===== src/rtl/alu_pkg.sv =====
// Shared definitions for the iterative ALU: default width, op codes, FSM states.
package alu_pkg;

  localparam int unsigned WIDTH_DEF = 32;

  localparam logic [3:0] OP_AND = 4'b0000;
  localparam logic [3:0] OP_OR  = 4'b0001;
  localparam logic [3:0] OP_ADD = 4'b0010;
  localparam logic [3:0] OP_SUB = 4'b0110;
  localparam logic [3:0] OP_SLT = 4'b0111;
  localparam logic [3:0] OP_NOR = 4'b1100;
  localparam logic [3:0] OP_MUL = 4'b1000;

  typedef enum logic [0:0] {
    ST_IDLE = 1'b0,
    ST_MUL  = 1'b1
  } alu_state_e;

endpackage


===== src/rtl/alu_iter_if.sv =====
// Request/result bundle between the pipeline and the iterative ALU.
interface alu_iter_if #(
  parameter int unsigned WIDTH = 32
);
  logic             start_i;
  logic [3:0]       ALUCtrl_i;
  logic [WIDTH-1:0] src1_i;
  logic [WIDTH-1:0] src2_i;
  logic [WIDTH-1:0] result_o;
  logic             zero_o;
  logic             overflow_o;
  logic             busy_o;
  logic             done_o;

  modport master (
    output start_i, ALUCtrl_i, src1_i, src2_i,
    input  result_o, zero_o, overflow_o, busy_o, done_o
  );

  modport slave (
    input  start_i, ALUCtrl_i, src1_i, src2_i,
    output result_o, zero_o, overflow_o, busy_o, done_o
  );
endinterface


===== src/rtl/alu_mul_iter.sv =====
// Shift-add multiplier datapath: one partial-product step per cycle, low WIDTH bits kept.
module alu_mul_iter #(
  parameter int unsigned WIDTH = 32
) (
  input  logic             i_clk,
  input  logic             i_rst_n,
  input  logic             i_load,
  input  logic             i_step,
  input  logic [WIDTH-1:0] i_mcand,
  input  logic [WIDTH-1:0] i_mplier,
  output logic [WIDTH-1:0] o_acc_nxt,
  output logic             o_last
);

  localparam int unsigned CW = (WIDTH > 1) ? $clog2(WIDTH) : 1;

  logic [WIDTH-1:0] r_mcand;
  logic [WIDTH-1:0] r_mplier;
  logic [WIDTH-1:0] r_acc;
  logic [CW-1:0]    r_cnt;

  // Accumulator value after the current step; the parent captures it on the last step.
  assign o_acc_nxt = r_acc + (r_mplier[0] ? r_mcand : '0);
  assign o_last    = (r_cnt == CW'(WIDTH - 1));

  // Operand capture on load, then shift/accumulate once per step.
  always_ff @(posedge i_clk or negedge i_rst_n) begin
    if (!i_rst_n) begin
      r_mcand  <= '0;
      r_mplier <= '0;
      r_acc    <= '0;
      r_cnt    <= '0;
    end else if (i_load) begin
      r_mcand  <= i_mcand;
      r_mplier <= i_mplier;
      r_acc    <= '0;
      r_cnt    <= '0;
    end else if (i_step) begin
      r_acc    <= o_acc_nxt;
      r_mcand  <= r_mcand << 1;
      r_mplier <= r_mplier >> 1;
      r_cnt    <= r_cnt + CW'(1);
    end
  end

endmodule


===== src/rtl/alu_iter.sv =====
// Execution-stage ALU: single-cycle logic/arith/compare ops, iterative MUL with busy stall.
module alu_iter
  import alu_pkg::*;
#(
  parameter int unsigned WIDTH = WIDTH_DEF
) (
  input  logic       clk_i,
  input  logic       rst_i,
  alu_iter_if.slave  bus
);

  alu_state_e       r_state, w_state_nxt;
  logic [WIDTH-1:0] r_result, w_result_nxt;
  logic             r_zero, w_zero_nxt;
  logic             r_ovf, w_ovf_nxt;
  logic             r_done, w_done_nxt;

  logic [WIDTH-1:0] w_a, w_b, w_sum, w_diff;
  logic [WIDTH-1:0] w_op_res;
  logic             w_op_ovf;

  logic             w_mul_load;
  logic             w_mul_step;
  logic             w_mul_last;
  logic [WIDTH-1:0] w_mul_acc_nxt;

  assign w_a    = bus.src1_i;
  assign w_b    = bus.src2_i;
  assign w_sum  = w_a + w_b;
  assign w_diff = w_a - w_b;

  // Single-cycle operation result and signed overflow.
  always_comb begin
    w_op_res = '0;
    w_op_ovf = 1'b0;
    case (bus.ALUCtrl_i)
      OP_AND: w_op_res = w_a & w_b;
      OP_OR:  w_op_res = w_a | w_b;
      OP_NOR: w_op_res = ~(w_a | w_b);
      OP_ADD: begin
        w_op_res = w_sum;
        w_op_ovf = (w_a[WIDTH-1] == w_b[WIDTH-1]) && (w_sum[WIDTH-1] != w_a[WIDTH-1]);
      end
      OP_SUB: begin
        w_op_res = w_diff;
        w_op_ovf = (w_a[WIDTH-1] != w_b[WIDTH-1]) && (w_diff[WIDTH-1] != w_a[WIDTH-1]);
      end
      OP_SLT: w_op_res = {{(WIDTH-1){1'b0}}, ($signed(w_a) < $signed(w_b))};
      default: begin
        w_op_res = '0;
        w_op_ovf = 1'b0;
      end
    endcase
  end

  // Next state and next output-register values; outputs hold unless an op completes.
  always_comb begin
    w_state_nxt  = r_state;
    w_result_nxt = r_result;
    w_zero_nxt   = r_zero;
    w_ovf_nxt    = r_ovf;
    w_done_nxt   = 1'b0;
    w_mul_load   = 1'b0;
    case (r_state)
      ST_IDLE: begin
        if (bus.start_i) begin
          if (bus.ALUCtrl_i == OP_MUL) begin
            w_mul_load  = 1'b1;
            w_state_nxt = ST_MUL;
          end else begin
            w_result_nxt = w_op_res;
            w_zero_nxt   = (w_op_res == '0);
            w_ovf_nxt    = w_op_ovf;
            w_done_nxt   = 1'b1;
          end
        end
      end
      ST_MUL: begin
        if (w_mul_last) begin
          w_result_nxt = w_mul_acc_nxt;
          w_zero_nxt   = (w_mul_acc_nxt == '0);
          w_ovf_nxt    = 1'b0;
          w_done_nxt   = 1'b1;
          w_state_nxt  = ST_IDLE;
        end
      end
      default: w_state_nxt = ST_IDLE;
    endcase
  end

  // State and output registers.
  always_ff @(posedge clk_i or negedge rst_i) begin
    if (!rst_i) begin
      r_state  <= ST_IDLE;
      r_result <= '0;
      r_zero   <= 1'b1;
      r_ovf    <= 1'b0;
      r_done   <= 1'b0;
    end else begin
      r_state  <= w_state_nxt;
      r_result <= w_result_nxt;
      r_zero   <= w_zero_nxt;
      r_ovf    <= w_ovf_nxt;
      r_done   <= w_done_nxt;
    end
  end

  assign w_mul_step = (r_state == ST_MUL);

  alu_mul_iter #(
    .WIDTH(WIDTH)
  ) u_mul (
    .i_clk     (clk_i),
    .i_rst_n   (rst_i),
    .i_load    (w_mul_load),
    .i_step    (w_mul_step),
    .i_mcand   (w_a),
    .i_mplier  (w_b),
    .o_acc_nxt (w_mul_acc_nxt),
    .o_last    (w_mul_last)
  );

  assign bus.result_o   = r_result;
  assign bus.zero_o     = r_zero;
  assign bus.overflow_o = r_ovf;
  assign bus.busy_o     = (r_state == ST_MUL);
  assign bus.done_o     = r_done;

endmodule


===== src/flat_wrapper.sv =====
// flat-port wrapper written by rule: the top's interface ports become plain ports
module alu_iter_flat import alu_pkg::*;
#(
  parameter int unsigned WIDTH = WIDTH_DEF
)
  (clk_i, rst_i, bus_start_i, bus_ALUCtrl_i, bus_src1_i, bus_src2_i, bus_result_o, bus_zero_o, bus_overflow_o, bus_busy_o, bus_done_o);
  alu_iter_if #(.WIDTH(WIDTH)) bus_i ();
  input  logic clk_i;
  input  logic rst_i;
  input wire logic [$bits(bus_i.start_i)-1:0] bus_start_i;
  input wire logic [$bits(bus_i.ALUCtrl_i)-1:0] bus_ALUCtrl_i;
  input wire logic [$bits(bus_i.src1_i)-1:0] bus_src1_i;
  input wire logic [$bits(bus_i.src2_i)-1:0] bus_src2_i;
  output wire logic [$bits(bus_i.result_o)-1:0] bus_result_o;
  output wire logic [$bits(bus_i.zero_o)-1:0] bus_zero_o;
  output wire logic [$bits(bus_i.overflow_o)-1:0] bus_overflow_o;
  output wire logic [$bits(bus_i.busy_o)-1:0] bus_busy_o;
  output wire logic [$bits(bus_i.done_o)-1:0] bus_done_o;
  assign bus_i.start_i = bus_start_i;
  assign bus_i.ALUCtrl_i = bus_ALUCtrl_i;
  assign bus_i.src1_i = bus_src1_i;
  assign bus_i.src2_i = bus_src2_i;
  assign bus_result_o = bus_i.result_o;
  assign bus_zero_o = bus_i.zero_o;
  assign bus_overflow_o = bus_i.overflow_o;
  assign bus_busy_o = bus_i.busy_o;
  assign bus_done_o = bus_i.done_o;
  alu_iter #(.WIDTH(WIDTH)) u_core (.clk_i(clk_i), .rst_i(rst_i), .bus(bus_i));
endmodule

===== config.mk =====
export PLATFORM = sky130hd
export DESIGN_NAME = alu_iter_flat
export DESIGN_NICKNAME = d
export VERILOG_FILES = /design/src/rtl/alu_pkg.sv /design/src/rtl/alu_iter_if.sv /design/src/rtl/alu_mul_iter.sv /design/src/rtl/alu_iter.sv /design/src/flat_wrapper.sv
export SDC_FILE = /design/constraint.sdc
export NUM_CORES = 1
export LEC_CHECK = 0
export ABC_AREA = 1
export BUFFER_PORTS_ARGS = -buffer_cell sky130_fd_sc_hd__buf_2
export CORE_MARGIN = 10
export CORE_UTILIZATION = 34
export CTS_BUF_LIST = sky130_fd_sc_hd__clkbuf_2 sky130_fd_sc_hd__clkbuf_4 sky130_fd_sc_hd__clkbuf_8
export CTS_CLUSTER_SIZE = 28
export DETAILED_ROUTE_END_ITERATION = 10
export SLEW_MARGIN = 20
export SYNTH_ARGS = -nofsm -noshare
export SYNTH_HDL_FRONTEND = slang
export SYNTH_SLANG_ARGS = --single-unit

===== constraint.sdc =====
create_clock -name clk_i -period 7.6 [get_ports clk_i]
set_clock_uncertainty 0.05 [all_clocks]
set_input_delay 0 -clock clk_i [delete_from_list [all_inputs] [get_ports clk_i]]
set_output_delay 0 -clock clk_i [all_outputs]
set_load 0.02 [all_outputs]

=== After elaboration in Yosys (flattened, before gate mapping) ===
Index checks and enable logic that the tools add are counted.
Widths: inputs -> output; s select.

* Bits in registers: 137
* Input bits: 71
* Output and inout port bits: 36
* Logic and storage cells: 71

* Add/subtract/negate cells: 4
* $lt $le $gt $ge: 1
* Eq/ne operators: 14
* Multiplexer cells: 32
* Bitwise logic cells: 4
* Reduce and logical (&&, ||, !) cells: 7

{| class="wikitable"
|+ Operator list
! cell !! number
|-
| $mux 32 || 10
|-
| $pmux 32 s6 || 1
|-
| $add 32x32->32 || 2
|-
| $logic_not 32->1 || 2
|-
| $pmux 32 s2 || 1
|-
| $and 32x32->32 || 1
|-
| $lt 32x32->1 || 1
|-
| $not 32->32 || 1
|-
| $or 32x32->32 || 1
|-
| $sub 32x32->32 || 1
|-
| $mux 1 || 13
|-
| $mux 5 || 2
|-
| $pmux 1 s2 || 5
|-
| $eq 4x3->1 const B || 2
|-
| $eq 4x4->1 const B || 2
|-
| $ne 2x2->1 const B || 3
|-
| $add 5x1->5 const B || 1
|-
| $eq 5x5->1 const B || 1
|-
| $eq 4x1->1 const B || 1
|-
| $eq 4x2->1 const B || 1
|-
| $logic_not 4->1 || 1
|-
| $ne 1x1->1 || 3
|-
| $reduce_and 3->1 || 1
|-
| $logic_and 1x1->1 || 2
|-
| 3 further kinds || 3
|}

=== Longest topological paths before layout ===
* Word-level depth: 7
* Mapped depth: 23
* Depth with buffers taken out: 22

=== Cells and area by module ===
Synthesis repeated with hierarchy kept, for this count alone.

* Cell total of the unflattened synthesis: 2548
* Area, all modules: 15499.9 µm²

{| class="wikitable"
|+ By module, submodules not included
! module !! times used !! cells each !! area each (µm²) !! seq. area each (µm²)
|-
| alu_iter || 1 || 1530 || 8575.7 || 902.1
|-
| alu_mul_iter || 1 || 1018 || 6924.1 || 2527.4
|}

=== Worst setup path before layout ===
No wires, ideal clock.

* Path type: register -> register
* Start: register u_core.u_mul.r_mplier[0]
* End: register u_core.r_zero, in the netlist u_core.bus.zero_o
* Library setup time: 0.068 ns
* Arrival time: 2.468 ns
* Required time: 7.482 ns
* Setup slack: 5.014 ns
* Stages on the path, launching flop included: 20
* Buffers on the path: 3
* Period minus slack after synthesis: 2.586 ns
* Cells stage by stage: dfrtp_1 > clkbuf_1 > clkbuf_1 > nand2_1 > inv_1 > ha_1 > buf_2 > a21oi_2 > nand2_1 > nand2_1 > nand2_1 > nand3_1 > nand2_1 > xnor2_1 > nand3_1 > nor2_1 > nand4_1 > nor2_1 > nor2_1 > a21oi_2

* Longest elaborated chain between the ends: 5

{| class="wikitable"
|+ RTL lines
! element !! line !! RTL
|-
| start, declared || alu_mul_iter.sv:18 || <nowiki>logic [WIDTH-1:0] r_mplier;</nowiki>
|-
| start signal, assigned || alu_mul_iter.sv:35 || <nowiki>r_mplier <= i_mplier;</nowiki>
|-
| start signal, assigned || alu_mul_iter.sv:41 || <nowiki>r_mplier <= r_mplier >> 1;</nowiki>
|-
| $mux 32 || alu_mul_iter.sv:23 || <nowiki>assign o_acc_nxt = r_acc + (r_mplier[0] ? r_mcand : '0);</nowiki>
|-
| $add 32x32->32 || alu_mul_iter.sv:23 ||
|-
| $logic_not 32->1 || alu_iter.sv:81 || <nowiki>w_zero_nxt = (w_mul_acc_nxt == '0);</nowiki>
|-
| $mux 1 || alu_iter.sv:79 || <nowiki>if (w_mul_last) begin</nowiki>
|-
| $pmux 1 s2 || alu_iter.sv:64 || <nowiki>case (r_state)</nowiki>
|-
| end signal, assigned || alu_iter.sv:102 || <nowiki>r_zero <= w_zero_nxt;</nowiki>
|-
| end, declared || alu_iter.sv:14 || <nowiki>logic r_zero, w_zero_nxt;</nowiki>
|}

Every way passes these cells. The select of a mux whose other input is x is not followed.
A chain may end at the register's enable or synchronous reset.

=== Final worst setup path ===
Ends and elaborated chain as after synthesis.

==> flow_summary_export.csv <==
group,metric,value,unit
floorplanning,io_pins,107,
sta,finalSetupViolCount,0,
route,drt-vias-per-instance,5.17,
setup_path,crit_path_start_kind,"flop",
setup_path,crit_fanout,33,
grt,grt_pass1_wl,90.7,mm
clocking,cts_sinks,137,
placed_design,place_hpwl,47.8,mm
cells_and_area,drive_above_1_share,7.22,%
setup_path,reg2regPathDepth,16,
sta,finalMaxSlewViolations,0,
floorplanning,row_count,75,
setup_path,reg2reg_to,"u_core.bus.zero_o",
synthesis,async_reset_ff_share,100,%
synthesis,ys_warn_count,0,
sta,final.setup.tns,0,ps
cells_and_area,num-fill-cells,4650,
hold_path,holdPathStages,7,
setup_path,cpMaxStageDelayCell,"dfrtp_2",
placed_design,placed_cell_area,15600,µm²
sta,fmax,303,MHz
clocking,cts_resized,0,
hold_path,hold_start,"bus_ALUCtrl_i[0]",
status,status,"completed",
synthesis,syn-num-nets,2635,
setup_path,path_common_cell,"nand2_1",
route,first_pass_iters,6,
grt,grt.total_usage,23.1,%
synthesis,ys_ff_latch,137,
route,drtIter0Drc,1365,
floorplanning,die_y,227,µm
synthesis,yosysSeqAreaShare,23.5,%
sta,post-route-period-util,43.4,%
power,leakagePower,9.17,nW
clocking,clk_pin_slew,100,ps
synthesis,synth_area,14600,µm²
setup_path,cp.arrival,3720,ps
setup_path,r2r_setup_slack,4300,ps
power,powerDensity,216,nW/µm²
clocking,cts_htree_levels,4,
setup_path,worstSetupPathType,"flop to flop",
floorplanning,die_w,227,µm
sta,rsz0062_at_grt,"no",
grt,antenna_found_initial,5,
power,peakVddDrop,0.156,mV
route,vias,16100,
sta,worstMarginPinSlew,1050,ps
clocking,clk_latency,550,ps
synthesis,synthDistinctLibCells,46,
floorplanning,die_area,51700,µm²
placed_design,finalWeightedCongestion,0.962,
clocking,cts_tree,"built",
grt,grt_max_degree,73,
synthesis,yosys.area.top_type_share,23.3,%
floorplanning,coreArea,42200,µm²
cells_and_area,nets,2771,
setup_path,max_stage_delay,780,ps
sta,maxSlewHeadroom,29.9,%
hold_path,hp-class,"input pin to flop",
synthesis,synthTopCellsByArea,"dfrtp_1 (23%), nand2_1 (20%), ha_1 (11%)",
route,drcViolationCount,0,
sta,finalHoldViolCount,0,
cells_and_area,final_area,16800,µm²
placed_design,io_buffers,106,
clocking,clk_path_buf_depth,2,
synthesis,yosysTopAreaCell,"dfrtp_1",
sta,whs,73.4,ps
sta,period_minus_slack,3300,ps
setup_path,r2r-start,"u_core.u_mul.r_mplier[0]",
floorplanning,start_util,34.6,%
clocking,numCtsBuffers,17,
cells_and_area,syn_to_final_growth,15.0,%
setup_path,cp_cell_sequence,"nand2_1, inv_1, ha_1, a21oi_2, nand2_1, nand2_1, nand2_1, nand3_1, nand2_1, xnor2_1, nand3_1, nor2_1, nand4_1, nor2_1, nor2_1, a21oi_2",
route,drt_wl_total,59.8,mm
route,antenna_left,0,
setup_path,cp-end-kind,"flop",
synthesis,netlist_instances,2429,
route,wire_per_inst,19.2,µm
synthesis,ys.flop_type,"dfrtp_1",
grt,grt_pass1_vias,15700,
synthesis,synth_edf_count,0,
synthesis,synth_area_per_cell,6.02,µm²
setup_path,worstPathRequired,8020,ps
hold_path,min_to,"u_core.bus.result_o[0]",
flow_run,drv_cap,0,
grt,overflow,0,
clocking,clockRootBuffer,"clkbuf_8",
-- sequential cells by signal (all words and copies together), names as in the netlist --
name                   cells
u_core.u_mul.r_mplier     32
u_core.bus.overflow_o      1
u_core.bus.busy_o          1
u_core.u_mul.r_cnt         5
u_core.u_mul.r_acc        32
u_core.bus.done_o          1
u_core.bus.result_o       32
u_core.u_mul.r_mcand      32
u_core.bus.zero_o          1
-- synth_stat cells (all sizes together), types with 3 or more instances --
library cell and count:
a21oi 99, and2 3, nand3b 14, a31oi 24
a211oi 3, a22o 3, xor2 5, nor3 19
o22ai 3, nand4 27, clkbuf 38, buf 37
nor2 284, a221oi 24, o21bai 9, nor4 3
nand2 798, o211ai 3, dfrtp 136, inv 432
o21ai 51, fa 3, o221ai 62, nand3 200
ha 132
-- layer usage --
layer / GRT usage [%] / share of wire (%) / up-vias
met5: 0 / 0.022 / -
met1: 30.3 / 45 / 7607
li1: - / - / 7997
met2: 38.5 / 47 / 452
met4: 7.61 / 2.5 / 2
met3: 2.99 / 4.8 / 81
-- kinds of logic (layout without fill, tap and decap cells) --
| kind of cell | Yosys count | in the layout | synth area share [%] |
|---|---|---|---|
| AO/OA/AOI/OAI | 290 | 290 | 13.0 |
| XOR/XNOR | 7 | 7 | 0.419 |
| adder cells (fa/ha/maj) | 135 | 135 | 11.7 |
| buffers and inverters | 507 | 655 | 13.3 |
| flip-flops | 137 | 137 | 23.5 |
| other | 0 | 4 | 0 |
| AND/OR/NAND/NOR | 1353 | 1353 | 38.1 |
-- where the power goes --
group	switching, mW	leakage (nW)	internal, mW
combinational	1.17	7.19	0.565
sequential	0.200	1.77	1.00
clock	0.350	0.203	0.339
total	1.72	9.17	1.90
-- placed cells by master (no fill, tap or decap), types with 24 or more instances in the layout --
cell type	n
a21oi_1	95
a221oi_1	24
a31oi_1	24
buf_2	105
dfrtp_1	135
dlygate4sd3_1	78
ha_1	132
inv_1	425
nand2_1	791
nand3_1	198
nand4_1	27
nor2_1	268
o21ai_0	50
o221ai_1	62
-- critical path, delay by kind of cell (launching register included) --
| family | cells | cell delay, ps |
|---|---|---|
| buf+inv | 1 | 80 |
| simple gates | 11 | 1350 |
| fa+ha+maj | 1 | 310 |
| compound gates | 2 | 340 |
| xor+xnor | 1 | 320 |
| flops | 1 | 780 |
-- area by class of cell --
type / instances / area [µm²] / area share [%]
Antenna cell: 4 / 10.0 / 0.0596
Clock buffer: 19 / 255 / 1.52
Clock inverter: 12 / 165 / 0.983
Inverter: 432 / 1620 / 9.65
Multi-Input combinational cell: 1785 / 9270 / 55.2
Sequential cell: 137 / 3430 / 20.4
Tap cell: 539 / 674 / 4.01
Timing Repair Buffer: 192 / 1380 / 8.20
-- metrics by stage --
stage	utilization (%)	power (mW)	setup WS [ps]	std cells
floorplan	-	2.31	5010	2429
global placement	36.9	2.90	4020	3007
detailed placement	36.9	2.91	3970	3007
CTS	39.8	3.63	3950	3116
global route	39.8	3.90	3950	3120
finish	39.8	3.63	4300	3120
-- what timing repair did --
| action | CTS | global route |
|---|---|---|
| endpoints found under the hold margin | 138 | 0 |
| hold buffers | 78 | 0 |
| setup buffers | 0 | 0 |
-- worst max path at each step --
stage | start | depth (start not counted) | slack (ps) | to
floorplan | u_core.u_mul.r_mplier[0] | 19 | 5010 | u_core.bus.zero_o
global placement | u_core.u_mul.r_mplier[0] | 17 | 4020 | u_core.bus.zero_o
detailed placement | u_core.u_mul.r_mplier[0] | 16 | 3970 | u_core.bus.zero_o
CTS | u_core.u_mul.r_mplier[0] | 16 | 3950 | u_core.bus.zero_o
global route | u_core.u_mul.r_mplier[0] | 17 | 3950 | u_core.bus.zero_o
finish | u_core.u_mul.r_mplier[0] | 16 | 4300 | u_core.bus.zero_o
Note: power is estimated with default switching activity, not from simulation.
